**src/rtl/load_store_unit_if.sv**
```systemverilog
// rtl/load_store_unit_if.sv - execute-stage request, data-memory port and write-back bundle for the load/store unit
interface load_store_unit_if;
    logic        req_valid;
    logic        req_ready;
    logic        is_load;
    logic        is_store;
    logic [2:0]  funct3;
    logic [31:0] base;
    logic [31:0] offset;
    logic [31:0] store_data;
    logic [4:0]  rd_in;
    logic        mem_req;
    logic        mem_we;
    logic [31:0] mem_addr;
    logic [31:0] mem_wdata;
    logic [3:0]  mem_wstrb;
    logic        mem_ack;
    logic [31:0] mem_rdata;
    logic        wb_en;
    logic [4:0]  wb_rd;
    logic [31:0] wb_data;
    logic        exc_valid;
    logic [1:0]  exc_cause;
    logic [31:0] exc_addr;

    modport slave (
        input  req_valid, is_load, is_store, funct3, base, offset, store_data, rd_in,
        input  mem_ack, mem_rdata,
        output req_ready, mem_req, mem_we, mem_addr, mem_wdata, mem_wstrb,
        output wb_en, wb_rd, wb_data, exc_valid, exc_cause, exc_addr
    );

    modport master (
        output req_valid, is_load, is_store, funct3, base, offset, store_data, rd_in,
        output mem_ack, mem_rdata,
        input  req_ready, mem_req, mem_we, mem_addr, mem_wdata, mem_wstrb,
        input  wb_en, wb_rd, wb_data, exc_valid, exc_cause, exc_addr
    );
endinterface

```
**src/rtl/load_store_unit.sv**
```systemverilog
// rtl/load_store_unit.sv - RV32I load/store unit: address generation, lane steering, load extension, exceptions
module load_store_unit (
    input  logic clk,
    input  logic rst,
    load_store_unit_if.slave bus
);
    typedef enum logic [1:0] {IDLE, MEM, WB, EXC} state_t;

    state_t      state, state_nxt;
    logic [31:0] ea;
    logic        accept, illegal, misaligned, exc_hit;
    logic [1:0]  cause_c;
    logic [31:0] wdata_c;
    logic [3:0]  wstrb_c;
    logic        ld_q;
    logic [2:0]  f3_q;
    logic [1:0]  ea_lo_q;
    logic [31:0] byte_sel, half_sel, load_ext;
    logic        mem_we_q;
    logic [31:0] mem_addr_q, mem_wdata_q, wb_data_q, exc_addr_q;
    logic [3:0]  mem_wstrb_q;
    logic [4:0]  wb_rd_q;
    logic [1:0]  exc_cause_q;
    logic        req_ready_c, mem_req_c, wb_en_c, exc_valid_c;

    assign ea     = bus.base + bus.offset;
    assign accept = bus.req_valid && (state == IDLE) && (bus.is_load || bus.is_store);

    always_comb begin
        illegal    = 1'b0;
        misaligned = 1'b0;
        wdata_c    = bus.store_data;
        wstrb_c    = 4'b1111;
        if (bus.is_load && bus.is_store)
            illegal = 1'b1;
        else if (bus.is_load)
            illegal = !(bus.funct3 inside {3'b000, 3'b001, 3'b010, 3'b100, 3'b101});
        else
            illegal = !(bus.funct3 inside {3'b000, 3'b001, 3'b010});
        case (bus.funct3[1:0])
            2'b00: begin
                wdata_c = {4{bus.store_data[7:0]}};
                wstrb_c = 4'b0001 << ea[1:0];
            end
            2'b01: begin
                misaligned = ea[0];
                wdata_c    = {2{bus.store_data[15:0]}};
                wstrb_c    = ea[1] ? 4'b1100 : 4'b0011;
            end
            2'b10:   misaligned = (ea[1:0] != 2'b00);
            default: misaligned = 1'b0;
        endcase
        if (bus.is_load)
            wstrb_c = 4'b0000;
        exc_hit = illegal || misaligned;
        cause_c = illegal ? 2'b11 : (bus.is_load ? 2'b01 : 2'b10);
    end

    // Lane extraction uses the byte offset captured at accept, not the live request.
    assign byte_sel = bus.mem_rdata >> {ea_lo_q, 3'b000};
    assign half_sel = bus.mem_rdata >> {ea_lo_q[1], 4'b0000};

    always_comb begin
        case (f3_q)
            3'b000:  load_ext = {{24{byte_sel[7]}}, byte_sel[7:0]};
            3'b001:  load_ext = {{16{half_sel[15]}}, half_sel[15:0]};
            3'b100:  load_ext = {24'd0, byte_sel[7:0]};
            3'b101:  load_ext = {16'd0, half_sel[15:0]};
            default: load_ext = bus.mem_rdata;
        endcase
    end

    always_ff @(posedge clk or negedge rst) begin
        if (!rst) state <= IDLE;
        else      state <= state_nxt;
    end

    always_comb begin
        state_nxt = state;
        case (state)
            IDLE:    if (accept) state_nxt = exc_hit ? EXC : MEM;
            MEM:     if (bus.mem_ack) state_nxt = ld_q ? WB : IDLE;
            default: state_nxt = IDLE;
        endcase
    end

    always_comb begin
        req_ready_c = (state == IDLE);
        mem_req_c   = (state == MEM);
        wb_en_c     = (state == WB) && (wb_rd_q != 5'd0);
        exc_valid_c = (state == EXC);
    end

    always_ff @(posedge clk or negedge rst) begin
        if (!rst) begin
            ld_q        <= 1'b0;
            f3_q        <= 3'd0;
            ea_lo_q     <= 2'd0;
            mem_we_q    <= 1'b0;
            mem_addr_q  <= 32'd0;
            mem_wdata_q <= 32'd0;
            mem_wstrb_q <= 4'd0;
            wb_rd_q     <= 5'd0;
            wb_data_q   <= 32'd0;
            exc_cause_q <= 2'd0;
            exc_addr_q  <= 32'd0;
        end else begin
            if (accept) begin
                ld_q    <= bus.is_load;
                f3_q    <= bus.funct3;
                ea_lo_q <= ea[1:0];
                if (exc_hit) begin
                    exc_cause_q <= cause_c;
                    exc_addr_q  <= ea;
                end else begin
                    mem_we_q    <= bus.is_store;
                    mem_addr_q  <= {ea[31:2], 2'b00};
                    mem_wdata_q <= wdata_c;
                    mem_wstrb_q <= wstrb_c;
                    wb_rd_q     <= bus.rd_in;
                end
            end
            if ((state == MEM) && bus.mem_ack && ld_q)
                wb_data_q <= load_ext;
        end
    end

    assign bus.req_ready = req_ready_c;
    assign bus.mem_req   = mem_req_c;
    assign bus.mem_we    = mem_we_q;
    assign bus.mem_addr  = mem_addr_q;
    assign bus.mem_wdata = mem_wdata_q;
    assign bus.mem_wstrb = mem_wstrb_q;
    assign bus.wb_en     = wb_en_c;
    assign bus.wb_rd     = wb_rd_q;
    assign bus.wb_data   = wb_data_q;
    assign bus.exc_valid = exc_valid_c;
    assign bus.exc_cause = exc_cause_q;
    assign bus.exc_addr  = exc_addr_q;
endmodule

```
**src/flat_wrapper.sv**
```systemverilog
// flat-port wrapper written by rule: the top's interface ports become plain ports
module load_store_unit_flat 
  (clk, rst, bus_req_valid, bus_is_load, bus_is_store, bus_funct3, bus_base, bus_offset, bus_store_data, bus_rd_in, bus_mem_ack, bus_mem_rdata, bus_req_ready, bus_mem_req, bus_mem_we, bus_mem_addr, bus_mem_wdata, bus_mem_wstrb, bus_wb_en, bus_wb_rd, bus_wb_data, bus_exc_valid, bus_exc_cause, bus_exc_addr);
  load_store_unit_if bus_i ();
  input  logic clk;
  input  logic rst;
  input wire logic [$bits(bus_i.req_valid)-1:0] bus_req_valid;
  input wire logic [$bits(bus_i.is_load)-1:0] bus_is_load;
  input wire logic [$bits(bus_i.is_store)-1:0] bus_is_store;
  input wire logic [$bits(bus_i.funct3)-1:0] bus_funct3;
  input wire logic [$bits(bus_i.base)-1:0] bus_base;
  input wire logic [$bits(bus_i.offset)-1:0] bus_offset;
  input wire logic [$bits(bus_i.store_data)-1:0] bus_store_data;
  input wire logic [$bits(bus_i.rd_in)-1:0] bus_rd_in;
  input wire logic [$bits(bus_i.mem_ack)-1:0] bus_mem_ack;
  input wire logic [$bits(bus_i.mem_rdata)-1:0] bus_mem_rdata;
  output wire logic [$bits(bus_i.req_ready)-1:0] bus_req_ready;
  output wire logic [$bits(bus_i.mem_req)-1:0] bus_mem_req;
  output wire logic [$bits(bus_i.mem_we)-1:0] bus_mem_we;
  output wire logic [$bits(bus_i.mem_addr)-1:0] bus_mem_addr;
  output wire logic [$bits(bus_i.mem_wdata)-1:0] bus_mem_wdata;
  output wire logic [$bits(bus_i.mem_wstrb)-1:0] bus_mem_wstrb;
  output wire logic [$bits(bus_i.wb_en)-1:0] bus_wb_en;
  output wire logic [$bits(bus_i.wb_rd)-1:0] bus_wb_rd;
  output wire logic [$bits(bus_i.wb_data)-1:0] bus_wb_data;
  output wire logic [$bits(bus_i.exc_valid)-1:0] bus_exc_valid;
  output wire logic [$bits(bus_i.exc_cause)-1:0] bus_exc_cause;
  output wire logic [$bits(bus_i.exc_addr)-1:0] bus_exc_addr;
  assign bus_i.req_valid = bus_req_valid;
  assign bus_i.is_load = bus_is_load;
  assign bus_i.is_store = bus_is_store;
  assign bus_i.funct3 = bus_funct3;
  assign bus_i.base = bus_base;
  assign bus_i.offset = bus_offset;
  assign bus_i.store_data = bus_store_data;
  assign bus_i.rd_in = bus_rd_in;
  assign bus_i.mem_ack = bus_mem_ack;
  assign bus_i.mem_rdata = bus_mem_rdata;
  assign bus_req_ready = bus_i.req_ready;
  assign bus_mem_req = bus_i.mem_req;
  assign bus_mem_we = bus_i.mem_we;
  assign bus_mem_addr = bus_i.mem_addr;
  assign bus_mem_wdata = bus_i.mem_wdata;
  assign bus_mem_wstrb = bus_i.mem_wstrb;
  assign bus_wb_en = bus_i.wb_en;
  assign bus_wb_rd = bus_i.wb_rd;
  assign bus_wb_data = bus_i.wb_data;
  assign bus_exc_valid = bus_i.exc_valid;
  assign bus_exc_cause = bus_i.exc_cause;
  assign bus_exc_addr = bus_i.exc_addr;
  load_store_unit u_core (.clk(clk), .rst(rst), .bus(bus_i));
endmodule
```
**config.mk**
```make
export PLATFORM = sky130hd
export DESIGN_NAME = load_store_unit_flat
export DESIGN_NICKNAME = d
export VERILOG_FILES = /design/src/rtl/load_store_unit_if.sv /design/src/rtl/load_store_unit.sv /design/src/flat_wrapper.sv
export SDC_FILE = /design/constraint.sdc
export NUM_CORES = 1
export LEC_CHECK = 0
export BUFFER_PORTS_ARGS = -buffer_cell sky130_fd_sc_hd__buf_2
export CAP_MARGIN = 20
export CORE_MARGIN = 2
export CORE_UTILIZATION = 50
export CTS_CLUSTER_SIZE = 24
export DETAILED_ROUTE_END_ITERATION = 7
export PLACE_DENSITY = 0.86
export RECOVER_POWER = 100
export SYNTH_ARGS = -nofsm -noshare
export SYNTH_HDL_FRONTEND = slang
export SYNTH_SLANG_ARGS = --single-unit
```
**constraint.sdc**
```tcl
create_clock -name clk -period 3.7 [get_ports clk]
set_clock_uncertainty 0.15 [all_clocks]
set_input_delay 0.74 -clock clk [delete_from_list [all_inputs] [get_ports clk]]
set_output_delay 0.74 -clock clk [all_outputs]
set_load 0.05 [all_outputs]
```
# Word-level counts from Yosys, hierarchy flattened
# Index checks and enable logic that the tools add are counted.
[word_totals]
register_bits = 146
output_inout_bits = 144
inputBits = 142
[op_classes]
add_sub_neg = 1
eq_ne = 14
mux = 15
n_shift = 3
bitwise_logic = 1
n_reduce_logical = 21
[op_table]
columns = ["cell", "count"]
rows = [
  ["32-bit case mux with 4 select lines", 1],
  ["32-bit case mux with 2 select lines", 1],
  ["32-bit adder", 1],
  ["32-bit by 5-bit right shift with 16-bit output", 1],
  ["32-bit by 5-bit right shift with 8-bit output", 1],
  ["3-bit equality test, second input constant", 4],
  ["2-bit two-way mux", 6],
  ["5-bit nonzero test", 2],
  ["4-bit two-way mux", 2],
  ["4-bit case mux with 2 select lines", 1],
  ["2-bit equality test, second input constant", 3],
  ["3-bit by 1-bit equality test with 1-bit output, second input constant", 2],
  ["1-bit logical AND", 6],
  ["3-bit logical NOT", 2],
  ["2-bit AND reduction", 3],
  ["2-bit by 1-bit equality test with 1-bit output, second input constant", 2],
  ["2-bit logical NOT", 2],
  ["2-bit case mux with 2 select lines", 1],
  ["1-bit by 2-bit << shifter with 4-bit output, first input constant", 1],
  ["3-bit by 2-bit equality test with 1-bit output, second input constant", 1],
  ["3-bit nonzero test", 1],
  ["1-bit logical NOT", 2],
  ["1-bit logical OR", 2],
  ["1-bit two-way mux", 2],
  ["other kinds (5)", 5],
]

# Longest topological paths before layout
# Gate-level depths: netlist (run 1).
[logic_depth]
depth_word = 9
depth_mapped = 12
mapped_depth_nobuf = 9

# Least setup slack after synthesis (run 1)
# OpenSTA, ideal clock, no wires.
[synth_timing]
path_type = "input to register"
startpoint = "in bus_offset[0]"
endpoint = "reg u_core.exc_addr_q[28] (netlist: u_core.bus.exc_addr[28])"
cell_stages = 9
t_required_ps = 3416
setup_slack_ps = 670
t_arrival_ps = 2746
n_path_buf = 0
cell_sequence = "ha_1 -> fa_1 -> a21oi_1 -> o211ai_1 -> a21boi_0 -> a21oi_1 -> a31oi_1 -> mux2i_1 -> o22ai_1"
[synth_via]
elab_chain_cells = 5
[synth_lines]
columns = ["element", "line", "text"]
rows = [
  ["start, declared", "flat_wrapper.sv:12", "input wire logic [$bits(bus_i.offset)-1:0] bus_offset;"],
  ["32-bit adder *", "load_store_unit.sv:26", "assign ea = bus.base + bus.offset;"],
  ["2-bit nonzero test", "load_store_unit.sv:50", "2'b10: misaligned = (ea[1:0] != 2'b00);"],
  ["1-bit case mux with 2 select lines", "load_store_unit.sv:40", "case (bus.funct3[1:0])"],
  ["1-bit logical OR", "load_store_unit.sv:55", "exc_hit = illegal || misaligned;"],
  ["2-bit AND reduction (no source line)", "n/a", ""],
  ["end signal, assigned", "load_store_unit.sv:106", "exc_addr_q <= 32'd0;"],
  ["end signal, assigned", "load_store_unit.sv:114", "exc_addr_q <= ea;"],
  ["end, declared", "load_store_unit.sv:20", "logic [31:0] mem_addr_q, mem_wdata_q, wb_data_q, exc_addr_q;"],
]
# Mark *: on every way between the ends. The rest lies on a longest branch, timed or not.
# A chain may end at the register's enable or synchronous reset.

# Worst setup path after layout (run 1)
[layout_timing]
startpoint = "in bus_offset[0]"
endpoint = "reg u_core.exc_addr_q[23] (netlist: u_core.bus.exc_addr[23])"
[layout_via]
elab_chain_cells = 5
[layout_lines]
columns = ["element", "line", "text"]
rows = [
  ["32-bit adder", "load_store_unit.sv:26", ""],
  ["named net u_core.ea[1]", "load_store_unit.sv:10", "logic [31:0] ea;"],
  ["2-bit nonzero test", "load_store_unit.sv:50", ""],
  ["1-bit case mux with 2 select lines", "load_store_unit.sv:40", ""],
  ["1-bit logical OR", "load_store_unit.sv:55", ""],
  ["2-bit AND reduction (no source line)", "n/a", ""],
]
# The timed path passes the listed nets, and every way through them passes these cells.

==> flow_summary.html, run 1 <==
<table>
<tr><th>Metric</th><th>Value</th></tr>
<tr><th colspan="2">Logic synthesis</th></tr>
<tr><td>Total standard cell area after synthesis</td><td>around 8100 sq um</td></tr>
<tr><td>Cell type with the largest total area after synthesis</td><td>sky130_fd_sc_hd__dfrtp_1</td></tr>
<tr><td>Register bit total from synthesis</td><td>approximately 150</td></tr>
<tr><td>Sequential area share after synthesis</td><td>0.4508</td></tr>
<tr><td>Unique cell type count in the Yosys netlist</td><td>61</td></tr>
<tr><td>Ys flop type</td><td>sky130_fd_sc_hd__dfrtp_1</td></tr>
<tr><td>Post-synth ARST share</td><td>1.000</td></tr>
<tr><td>Leading post-synthesis cells by cell area</td><td>sky130_fd_sc_hd__dfrtp_1 (45%), sky130_fd_sc_hd__nand2_1 (9.4%), sky130_fd_sc_hd__o21ai_0 (8.2%)</td></tr>
<tr><td>EDFF count, synth</td><td>0</td></tr>
<tr><td>Synth Instances</td><td>about 940</td></tr>
<tr><td>Mean post-synth cell area</td><td>8.595 sq um</td></tr>
<tr><td>Fraction of post-synthesis cell area in the top cell type by area</td><td>0.4508</td></tr>
<tr><td>Warnings, synthesis</td><td>0</td></tr>
<tr><th colspan="2">Clock network</th></tr>
<tr><td>Post-CTS setup repair buffer count</td><td>0</td></tr>
<tr><td>Clock latency of the later-clocked register in the worst-skew pair</td><td>around 0.41 ns</td></tr>
<tr><td>Root buffer selected by CTS</td><td>sky130_fd_sc_hd__clkbuf_16</td></tr>
<tr><td>Buffers from clock root to sink, at most</td><td>2</td></tr>
<tr><td>Post-cts gate resize count</td><td>0</td></tr>
<tr><td>CTS HTree Levels</td><td>4</td></tr>
<tr><td>Clock tree from TritonCTS</td><td>yes</td></tr>
<tr><td>Total number of clock tree sinks</td><td>approximately 150</td></tr>
<tr><td>Number of hold buffers added after CTS</td><td>0</td></tr>
<tr><td>Clock transition at the registers of the reported paths</td><td>about 0.060 ns</td></tr>
<tr><td>Clock buffer count from CTS</td><td>17</td></tr>
<tr><th colspan="2">Layout</th></tr>
<tr><td># diodes</td><td>0</td></tr>
<tr><td>Leading cell types in the layout, fill and taps excluded</td><td>sky130_fd_sc_hd__nand2_1 (204), sky130_fd_sc_hd__clkbuf_1 (151), sky130_fd_sc_hd__dfrtp_1 (146), sky130_fd_sc_hd__buf_2 (139), sky130_fd_sc_hd__o21ai_0 (132)</td></tr>
<tr><td>Area delta synth-&gt;final</td><td>23.83%</td></tr>
<tr><td>Share of post-route cells with drive strength above 1</td><td>0.1638</td></tr>
<tr><td>Count of non-filler cells in the finished layout</td><td>1437</td></tr>
<tr><td>Count of filler cells inserted in the layout</td><td>about 1400</td></tr>
<tr><td>Total non-filler cell area in the finished layout</td><td>roughly 10000 sq um</td></tr>
<tr><td>Multi-input combinational cell area</td><td>~4200 sq um</td></tr>
<tr><td>Most frequent standard cell in the layout excluding fill and tap cells</td><td>sky130_fd_sc_hd__nand2_1</td></tr>
<tr><td>Final core area utilization</td><td>0.6319</td></tr>
<tr><td>Sequential standard cell area</td><td>3654 sq um</td></tr>
<tr><td># nets final</td><td>roughly 1400</td></tr>
<tr><th colspan="2">Placement</th></tr>
<tr><td>Number of buffers added on ports</td><td>approximately 280</td></tr>
<tr><td>Detailed-placement wirelength estimate</td><td>18670 microns</td></tr>
<tr><td>Number of placed instances with taps included</td><td>roughly 1400</td></tr>
<tr><td>Cell area after placement</td><td>around 9700 sq um</td></tr>
<tr><td>GPL Wtd Cong</td><td>just over 0.9</td></tr>
<tr><th colspan="2">Floorplan</th></tr>
<tr><td>Width of the die</td><td>131.3 microns</td></tr>
<tr><td>Floorplan Core Area</td><td>roughly 16000 sq um</td></tr>
<tr><td>Die extent in y</td><td>131.3 microns</td></tr>
<tr><td>DIE AREA</td><td>17240 sq um</td></tr>
<tr><td>Num ports</td><td>around 290</td></tr>
<tr><td>Placement Rows</td><td>46</td></tr>
<tr><td>Initial core utilization</td><td>0.5102</td></tr>
<tr><th colspan="2">Drt</th></tr>
<tr><td>Total via count in the routed design</td><td>8241</td></tr>
<tr><td>Drt initial violations</td><td>roughly 680</td></tr>
<tr><td># DRC</td><td>0</td></tr>
<tr><td>Final Routed Wirelength</td><td>between 20000 and 25000 microns</td></tr>
<tr><td>Via/cell ratio</td><td>5.735</td></tr>
<tr><td>Routed wire per std cell</td><td>approximately 17 microns</td></tr>
<tr><td>Post-route antenna net violation count</td><td>0</td></tr>
<tr><td>Number of search-and-repair iterations in the first detailed-routing pass</td><td>7</td></tr>
<tr><th colspan="2">Status</th></tr>
<tr><td>Status</td><td>complete, but fails checks</td></tr>
<tr><td>Violations in the final reports</td><td>capacitance limit, slew limit</td></tr>
<tr><th colspan="2">Timing</th></tr>
<tr><td>Setup-violating endpoint count in the final report</td><td>0</td></tr>
<tr><td>Final slew viol count</td><td>slightly below 80</td></tr>
<tr><td>Unrepaired setup endpoints after global routing</td><td>false</td></tr>
<tr><td>Crit share post-route</td><td>0.8993</td></tr>
<tr><td>Final number of hold-violating endpoints</td><td>0</td></tr>
<tr><td>Post-route minimum period</td><td>3.327 ns</td></tr>
<tr><td>Final total negative setup slack</td><td>0 ns</td></tr>
<tr><td>Slew at the pin with the worst max-slew slack</td><td>roughly 2.0 ns</td></tr>
<tr><td>Fmax achieved</td><td>around 0.30 GHz</td></tr>
<tr><td>Headroom to the max-slew limit</td><td>-0.3018</td></tr>
<tr><th colspan="2">Critical path</th></tr>
<tr><td>Worst path max stage delay</td><td>0.65 ns</td></tr>
<tr><td>Startpoint types</td><td>input port</td></tr>
<tr><td>Worst reg2reg startpoint</td><td>u_core.state[1]$_DFFE_PN0P_</td></tr>
<tr><td>Critical Setup Path Class</td><td>in2reg</td></tr>
<tr><td>Required time of the worst setup path</td><td>between 3 and 4 ns</td></tr>
<tr><td>Endpoint class of the critical path</td><td>register</td></tr>
<tr><td>Largest fanout of any net on the critical path</td><td>29</td></tr>
<tr><td>Worst path slowest cell</td><td>sky130_fd_sc_hd__or2_0</td></tr>
<tr><td>Data arrival time of the critical path</td><td>roughly 3.5 ns</td></tr>
<tr><td>Family with the most delay on the worst path</td><td>simple AND/OR/NAND/NOR gates</td></tr>
<tr><td>Bufs and invs on worst path</td><td>2</td></tr>
<tr><td>Chain of cells forming the critical path</td><td>buf_2 &gt; ha_1 &gt; fa_1 &gt; nand2_1 &gt; a21boi_1 &gt; nor3_1 &gt; or2_0 &gt; buf_12 &gt; nor2_1 &gt; a211o_1</td></tr>
<tr><td>Timing startpoint of the critical path</td><td>bus_offset[0]</td></tr>
<tr><td>Minimum setup slack among reg-to-reg paths</td><td>0.82 ns</td></tr>
<tr><th colspan="2">GRT</th></tr>
<tr><td>Vias in the first global route</td><td>about 7800</td></tr>
<tr><td>Pin count of the biggest net entering global routing</td><td>between 70 and 80</td></tr>
<tr><td>Global route total overflow</td><td>0</td></tr>
<tr><td>First-pass GRT wire length</td><td>approximately 40000 microns</td></tr>
<tr><td>Initial antenna violation count</td><td>0</td></tr>
<tr><td>Total GRT Usage</td><td>0.2832</td></tr>
<tr><th colspan="2">Pwr</th></tr>
<tr><td>Largest voltage drop on the vdd net</td><td>between 400 and 500 uV</td></tr>
<tr><td>Power density normalized to cell area</td><td>948.4 nW/um^2</td></tr>
<tr><td>Leakage component of the power</td><td>between 4 and 5 nW</td></tr>
<tr><th colspan="2">Flow run</th></tr>
<tr><td>Maximum capacitance violations</td><td>1</td></tr>
<tr><th colspan="2">Hold path</th></tr>
<tr><td>Class of the tightest hold or removal check</td><td>reg2reg</td></tr>
<tr><td>Hold Startpoint</td><td>u_core.bus.mem_addr[14]$_DFFE_PN0P_</td></tr>
</table>
[cell usage after synthesis, drive strengths merged, types with 7 or more instances]
| cell | instances |
|---|---|
| xor2 | 14 |
| a21o | 7 |
| inv | 9 |
| nor2 | 70 |
| mux2i | 11 |
| dfrtp | 146 |
| buf | 16 |
| a31oi | 15 |
| nor3 | 7 |
| nor2b | 7 |
| o21ai | 132 |
| mux2 | 11 |
| nand2 | 204 |
| a21oi | 75 |
| nand3 | 15 |
| ha | 35 |
| xnor2 | 9 |
| a22oi | 8 |
| nand4 | 10 |
| clkbuf | 39 |
| a21boi | 7 |
[registers in the layout, summed over array words and instances, names as in the netlist]
name,count
u_core.bus.exc_addr,32
u_core.bus.mem_wdata,32
u_core.bus.wb_data,32
u_core.bus.mem_addr,30
u_core.bus.wb_rd,5
u_core.bus.mem_wstrb,4
u_core.f3_q,3
u_core.bus.exc_cause,2
u_core.ea_lo_q,2
u_core.state,2
u_core.bus.mem_we,1
u_core.ld_q,1
[kinds of logic (layout without fill, tap and decap cells)]
family / count (synthesis) / after routing / share of synthesized area
AO/OA/AOI/OAI: 296 / 296 / 0.2140
buffers and inverters: 65 / 342 / 0.03242
flip-flops: 146 / 146 / 0.4508
multiplexers: 23 / 23 / 0.03165
adder cells (fa/ha/maj): 36 / 36 / 0.05650
XOR/XNOR: 23 / 23 / 0.02485
AND/OR/NAND/NOR: 353 / 353 / 0.1894
other: 1 / 2 / 0.0004627
[metal layers]
metal  vias up  GRT usage  wire length, microns
met2       439     0.4632                 11730
met1      3888     0.3768                 10290
li1       3865          -                     -
met4         0     0.1063                   681
met3        49    0.05285                  2017
met5         -          0                     0
[stage by stage]
step / worst slack [ns] / power (mW) / hold WS, ns
detailed placement: 0.1858 / 8.109 / 0.3120
floorplan: 0.6700 / 6.710 / 0.2944
CTS: 0.6137 / 9.745 / 0.2281
global placement: 0.2586 / 8.005 / 0.3035
global route: 0.2189 / 10.02 / 0.3507
finish: 0.3727 / 9.519 / 0.3237
[path summary, 6_finish.rpt]
| check | endpoint | cells after the start |
|---|---|---|
| worst min register to register | u_core.bus.mem_addr[14]$_DFFE_PN0P_ | 2 |
| worst max-delay path | u_core.bus.exc_addr[23]$_DFFE_PN0P_ | 10 |
| worst max register to register | u_core.bus.mem_wdata[9]$_DFFE_PN0P_ | 6 |
| max in group asynchronous | u_core.bus.mem_addr[10]$_DFFE_PN0P_ | 2 |
| min in group asynchronous | u_core.bus.mem_wdata[19]$_DFFE_PN0P_ | 1 |
| worst min-delay path | u_core.bus.mem_addr[14]$_DFFE_PN0P_ | 2 |
[power breakdown]
group / switching (mW) / total [mW] / internal (mW)
clock: 0.691 / 1.62 / 0.924
combinational: 4.02 / 5.05 / 1.03
sequential: 0.512 / 2.86 / 2.35
[worst min-delay path, delay by kind of cell (launching register included)]
family / cells / cell delay (ns)
flops: 1 / 0.34
compound gates: 1 / 0.06
simple gates: 1 / 0.04
[area by class of cell]
class / count / share of cell area
Inverter: 10 / 0.003740
Clock inverter: 13 / 0.01122
Sequential cell: 146 / 0.3640
Multi-Input combinational cell: 733 / 0.4170
Tap cell: 216 / 0.02693
Clock buffer: 19 / 0.04313
Timing Repair Buffer: 300 / 0.1340
(Power assumes the default switching activity.)
==> inputs of run 2 (changes only) <==
--- a/config.mk
+++ b/config.mk
@@ -11,6 +11,7 @@
 export CORE_UTILIZATION = 50
 export CTS_CLUSTER_SIZE = 24
 export DETAILED_ROUTE_END_ITERATION = 7
+export MAX_ROUTING_LAYER = met4
 export PLACE_DENSITY = 0.86
 export RECOVER_POWER = 100
 export SYNTH_ARGS = -nofsm -noshare
==> flow_summary.html, run 2 (synthesis gave the netlist of run 1 again) <==
<table>
<tr><th>Metric</th><th>Value</th></tr>
<tr><th colspan="2">Status</th></tr>
<tr><td>Status</td><td>complete, but fails checks</td></tr>
<tr><td>Violations in the final reports</td><td>capacitance limit, slew limit</td></tr>
<tr><th colspan="2">Pwr</th></tr>
<tr><td>Leakage component of the power</td><td>4.687 nW (+0.62%)</td></tr>
<tr><td>Power density normalized to cell area</td><td>956.6 nW/um^2 (+0.86%)</td></tr>
<tr><td>Largest voltage drop on the vdd net</td><td>540.2 uV (+23%)</td></tr>
<tr><td>Post-layout power</td><td>9.668 mW (+1.6%)</td></tr>
<tr><th colspan="2">Critical path</th></tr>
<tr><td>Startpoint types</td><td>input port</td></tr>
<tr><td>Critical Setup Path Class</td><td>in2reg</td></tr>
<tr><td>Register-to-Register Path Depth</td><td>7 (+1)</td></tr>
<tr><td>Largest fanout of any net on the critical path</td><td>37 (+28%)</td></tr>
<tr><td>Data arrival time of the critical path</td><td>3.37 ns (-0.11 ns)</td></tr>
<tr><td>Timing startpoint of the critical path</td><td>bus_offset[0]</td></tr>
<tr><td>Worst reg2reg startpoint</td><td>u_core.ea_lo_q[1]$_DFFE_PN0P_</td></tr>
<tr><td>Minimum setup slack among reg-to-reg paths</td><td>0.68 ns (-0.14 ns)</td></tr>
<tr><td>Reg2reg end</td><td>u_core.bus.wb_data[18]$_DFFE_PN0P_</td></tr>
<tr><td>Endpoint class of the critical path</td><td>register</td></tr>
<tr><td>Required time of the worst setup path</td><td>3.80 ns (-0.05 ns)</td></tr>
<tr><th colspan="2">Timing</th></tr>
<tr><td>Fmax achieved</td><td>0.3063 GHz (+1.9%)</td></tr>
<tr><td>Final number of hold-violating endpoints</td><td>0 (unchanged)</td></tr>
<tr><td>Final total negative setup slack</td><td>0 ns (unchanged)</td></tr>
<tr><td>Crit share post-route</td><td>0.8824 (-0.01686)</td></tr>
<tr><td>Headroom to the max-slew limit</td><td>-0.3241 (-0.02230)</td></tr>
<tr><td>Fin Hold WS</td><td>0.3264 ns (+0.002729 ns)</td></tr>
<tr><td>Unrepaired setup endpoints after global routing</td><td>false</td></tr>
<tr><td>Setup-violating endpoint count in the final report</td><td>0 (unchanged)</td></tr>
<tr><td>Post-route minimum period</td><td>3.265 ns (-0.06239 ns)</td></tr>
<tr><td>Final slew viol count</td><td>79 (+1.3%)</td></tr>
<tr><td>Slew at the pin with the worst max-slew slack</td><td>1.986 ns (+0.03344 ns)</td></tr>
<tr><th colspan="2">Layout</th></tr>
<tr><td>Leading cell types in the layout, fill and taps excluded</td><td>sky130_fd_sc_hd__nand2_1 (204), sky130_fd_sc_hd__clkbuf_1 (150), sky130_fd_sc_hd__dfrtp_1 (146), sky130_fd_sc_hd__buf_2 (139), sky130_fd_sc_hd__o21ai_0 (132)</td></tr>
<tr><td>Total non-filler cell area in the finished layout</td><td>10110 sq um (+0.69%)</td></tr>
<tr><td># nets final</td><td>1388 (+0.14%)</td></tr>
<tr><td>Most frequent standard cell in the layout excluding fill and tap cells</td><td>sky130_fd_sc_hd__nand2_1</td></tr>
<tr><td># diodes</td><td>0 (unchanged)</td></tr>
<tr><td>Share of post-route cells with drive strength above 1</td><td>0.1661 (+0.002321)</td></tr>
<tr><td>Area delta synth-&gt;final</td><td>24.68%</td></tr>
<tr><th colspan="2">Floorplan</th></tr>
<tr><td>Placement Rows</td><td>46 (unchanged)</td></tr>
<tr><td>Num ports</td><td>286 (unchanged)</td></tr>
<tr><td>Width of the die</td><td>131.3 microns (unchanged)</td></tr>
<tr><td>Die extent in y</td><td>131.3 microns (unchanged)</td></tr>
<tr><td>Initial core utilization</td><td>0.5102 (unchanged)</td></tr>
<tr><td>DIE AREA</td><td>17240 sq um (unchanged)</td></tr>
<tr><td>Floorplan Core Area</td><td>15890 sq um (unchanged)</td></tr>
<tr><th colspan="2">Drt</th></tr>
<tr><td>Routed wire per std cell</td><td>17.46 microns (+1.5%)</td></tr>
<tr><td>Final Routed Wirelength</td><td>25100 microns (+1.6%)</td></tr>
<tr><td># DRC</td><td>0 (unchanged)</td></tr>
<tr><td>Number of search-and-repair iterations in the first detailed-routing pass</td><td>5 (-2)</td></tr>
<tr><td>Total via count in the routed design</td><td>8220 (-0.25%)</td></tr>
<tr><td>Via/cell ratio</td><td>5.716 (-0.32%)</td></tr>
<tr><td>Drt initial violations</td><td>648 (-5.0%)</td></tr>
<tr><td>Post-route antenna net violation count</td><td>0 (unchanged)</td></tr>
<tr><th colspan="2">Clock network</th></tr>
<tr><td>Clock tree from TritonCTS</td><td>yes</td></tr>
<tr><td>Clock transition at the registers of the reported paths</td><td>0.06 ns (about the same)</td></tr>
<tr><td>Number of hold buffers added after CTS</td><td>0 (unchanged)</td></tr>
<tr><td>Total number of clock tree sinks</td><td>146 (unchanged)</td></tr>
<tr><td>Root buffer selected by CTS</td><td>sky130_fd_sc_hd__clkbuf_16</td></tr>
<tr><td>Post-cts gate resize count</td><td>0 (unchanged)</td></tr>
<tr><td>Clock latency of the later-clocked register in the worst-skew pair</td><td>0.41 ns (about the same)</td></tr>
<tr><td>Buffers from clock root to sink, at most</td><td>2 (unchanged)</td></tr>
<tr><td>Clock buffer count from CTS</td><td>17 (unchanged)</td></tr>
<tr><td>CTS HTree Levels</td><td>4 (unchanged)</td></tr>
<tr><td>Post-CTS setup repair buffer count</td><td>0 (unchanged)</td></tr>
<tr><th colspan="2">Hold path</th></tr>
<tr><td>Hold Path Sink</td><td>u_core.bus.mem_addr[5]$_DFFE_PN0P_</td></tr>
<tr><td>Hold Startpoint</td><td>u_core.bus.mem_addr[5]$_DFFE_PN0P_</td></tr>
<tr><td>Cell count of the worst hold path</td><td>2 (unchanged)</td></tr>
<tr><td>Class of the tightest hold or removal check</td><td>reg2reg</td></tr>
<tr><th colspan="2">GRT</th></tr>
<tr><td>First-pass GRT wire length</td><td>40030 microns (+1.0%)</td></tr>
<tr><td>Global route total overflow</td><td>0 (unchanged)</td></tr>
<tr><td>Total GRT Usage</td><td>0.2966 (+0.01344)</td></tr>
<tr><td>Initial antenna violation count</td><td>0 (unchanged)</td></tr>
<tr><td>Pin count of the biggest net entering global routing</td><td>80 (+2.6%)</td></tr>
<tr><td>Vias in the first global route</td><td>7847 (+1.2%)</td></tr>
<tr><th colspan="2">Placement</th></tr>
<tr><td>Cell area after placement</td><td>9748 sq um (about the same)</td></tr>
<tr><td>GPL Wtd Cong</td><td>0.9083 (+0.32%)</td></tr>
<tr><td>Number of buffers added on ports</td><td>283 (unchanged)</td></tr>
<tr><td>Detailed-placement wirelength estimate</td><td>18940 microns (+1.4%)</td></tr>
<tr><th colspan="2">Flow run</th></tr>
<tr><td>Maximum capacitance violations</td><td>1 (unchanged)</td></tr>
</table>
[run 2: critical path, cell delays in order]
cell,delay [ns]
sky130_fd_sc_hd__buf_2,0.10
sky130_fd_sc_hd__ha_1,0.22
sky130_fd_sc_hd__fa_1,0.65
sky130_fd_sc_hd__nand2_1,0.08
sky130_fd_sc_hd__a21boi_0,0.31
sky130_fd_sc_hd__nor3_2,0.12
sky130_fd_sc_hd__nand2b_4,0.29
sky130_fd_sc_hd__clkbuf_2,0.62
sky130_fd_sc_hd__o21ai_0,0.22
[run 2: metrics by stage]
| stage | std cells | setup WS (ns) | utilization |
|---|---|---|---|
| floorplan | 944 | 0.6700 | - |
| global placement | 1407 | 0.2421 | 0.6137 |
| detailed placement | 1407 | 0.1480 | 0.6137 |
| CTS | 1438 | 0.5899 | 0.6508 |
| global route | 1438 | 0.2531 | 0.6362 |
| finish | 1438 | 0.4351 | 0.6362 |
[run 2: worst max path at each step]
stage,cells after the start,slack (ns),end
floorplan,9,0.67,u_core.bus.exc_addr[28]$_DFFE_PN0P_
global placement,10,0.24,u_core.bus.exc_addr[9]$_DFFE_PN0P_
detailed placement,10,0.15,u_core.bus.exc_addr[9]$_DFFE_PN0P_
CTS,10,0.59,u_core.bus.exc_addr[9]$_DFFE_PN0P_
global route,10,0.25,u_core.bus.exc_addr[15]$_DFFE_PN0P_
finish,9,0.44,u_core.bus.mem_wdata[11]$_DFFE_PN0P_
[run 2: power breakdown]
| part | total (mW) | internal (mW) | switching (mW) |
|---|---|---|---|
| sequential | 2.86 | 2.35 | 0.510 |
| combinational | 5.06 | 1.03 | 4.03 |
| clock | 1.75 | 1.06 | 0.688 |
| total | 9.67 | 4.44 | 5.23 |
[run 2: final cells by class]
cell class / instances / area [sq um]
multi-input combinational: 733 / 4190
clock inverter: 12 / 157.7
sequential: 146 / 3654
inverter: 10 / 37.54
clock buffer: 19 / 432.9
fill: 1375 / 5779
timing repair buffer: 302 / 1364
tap: 216 / 270.3
[run 2: routing by layer]
metal  part of all wire  GRT usage  wire length (microns)  vias up
li1                   -          -                      -     3867
met1               0.41     0.3715                  10190     3835
met2               0.49     0.4851                  12190      469
met3              0.080    0.05093                   2014       49
met4              0.028     0.1123                    707        0
met5                  0          -                      0        -
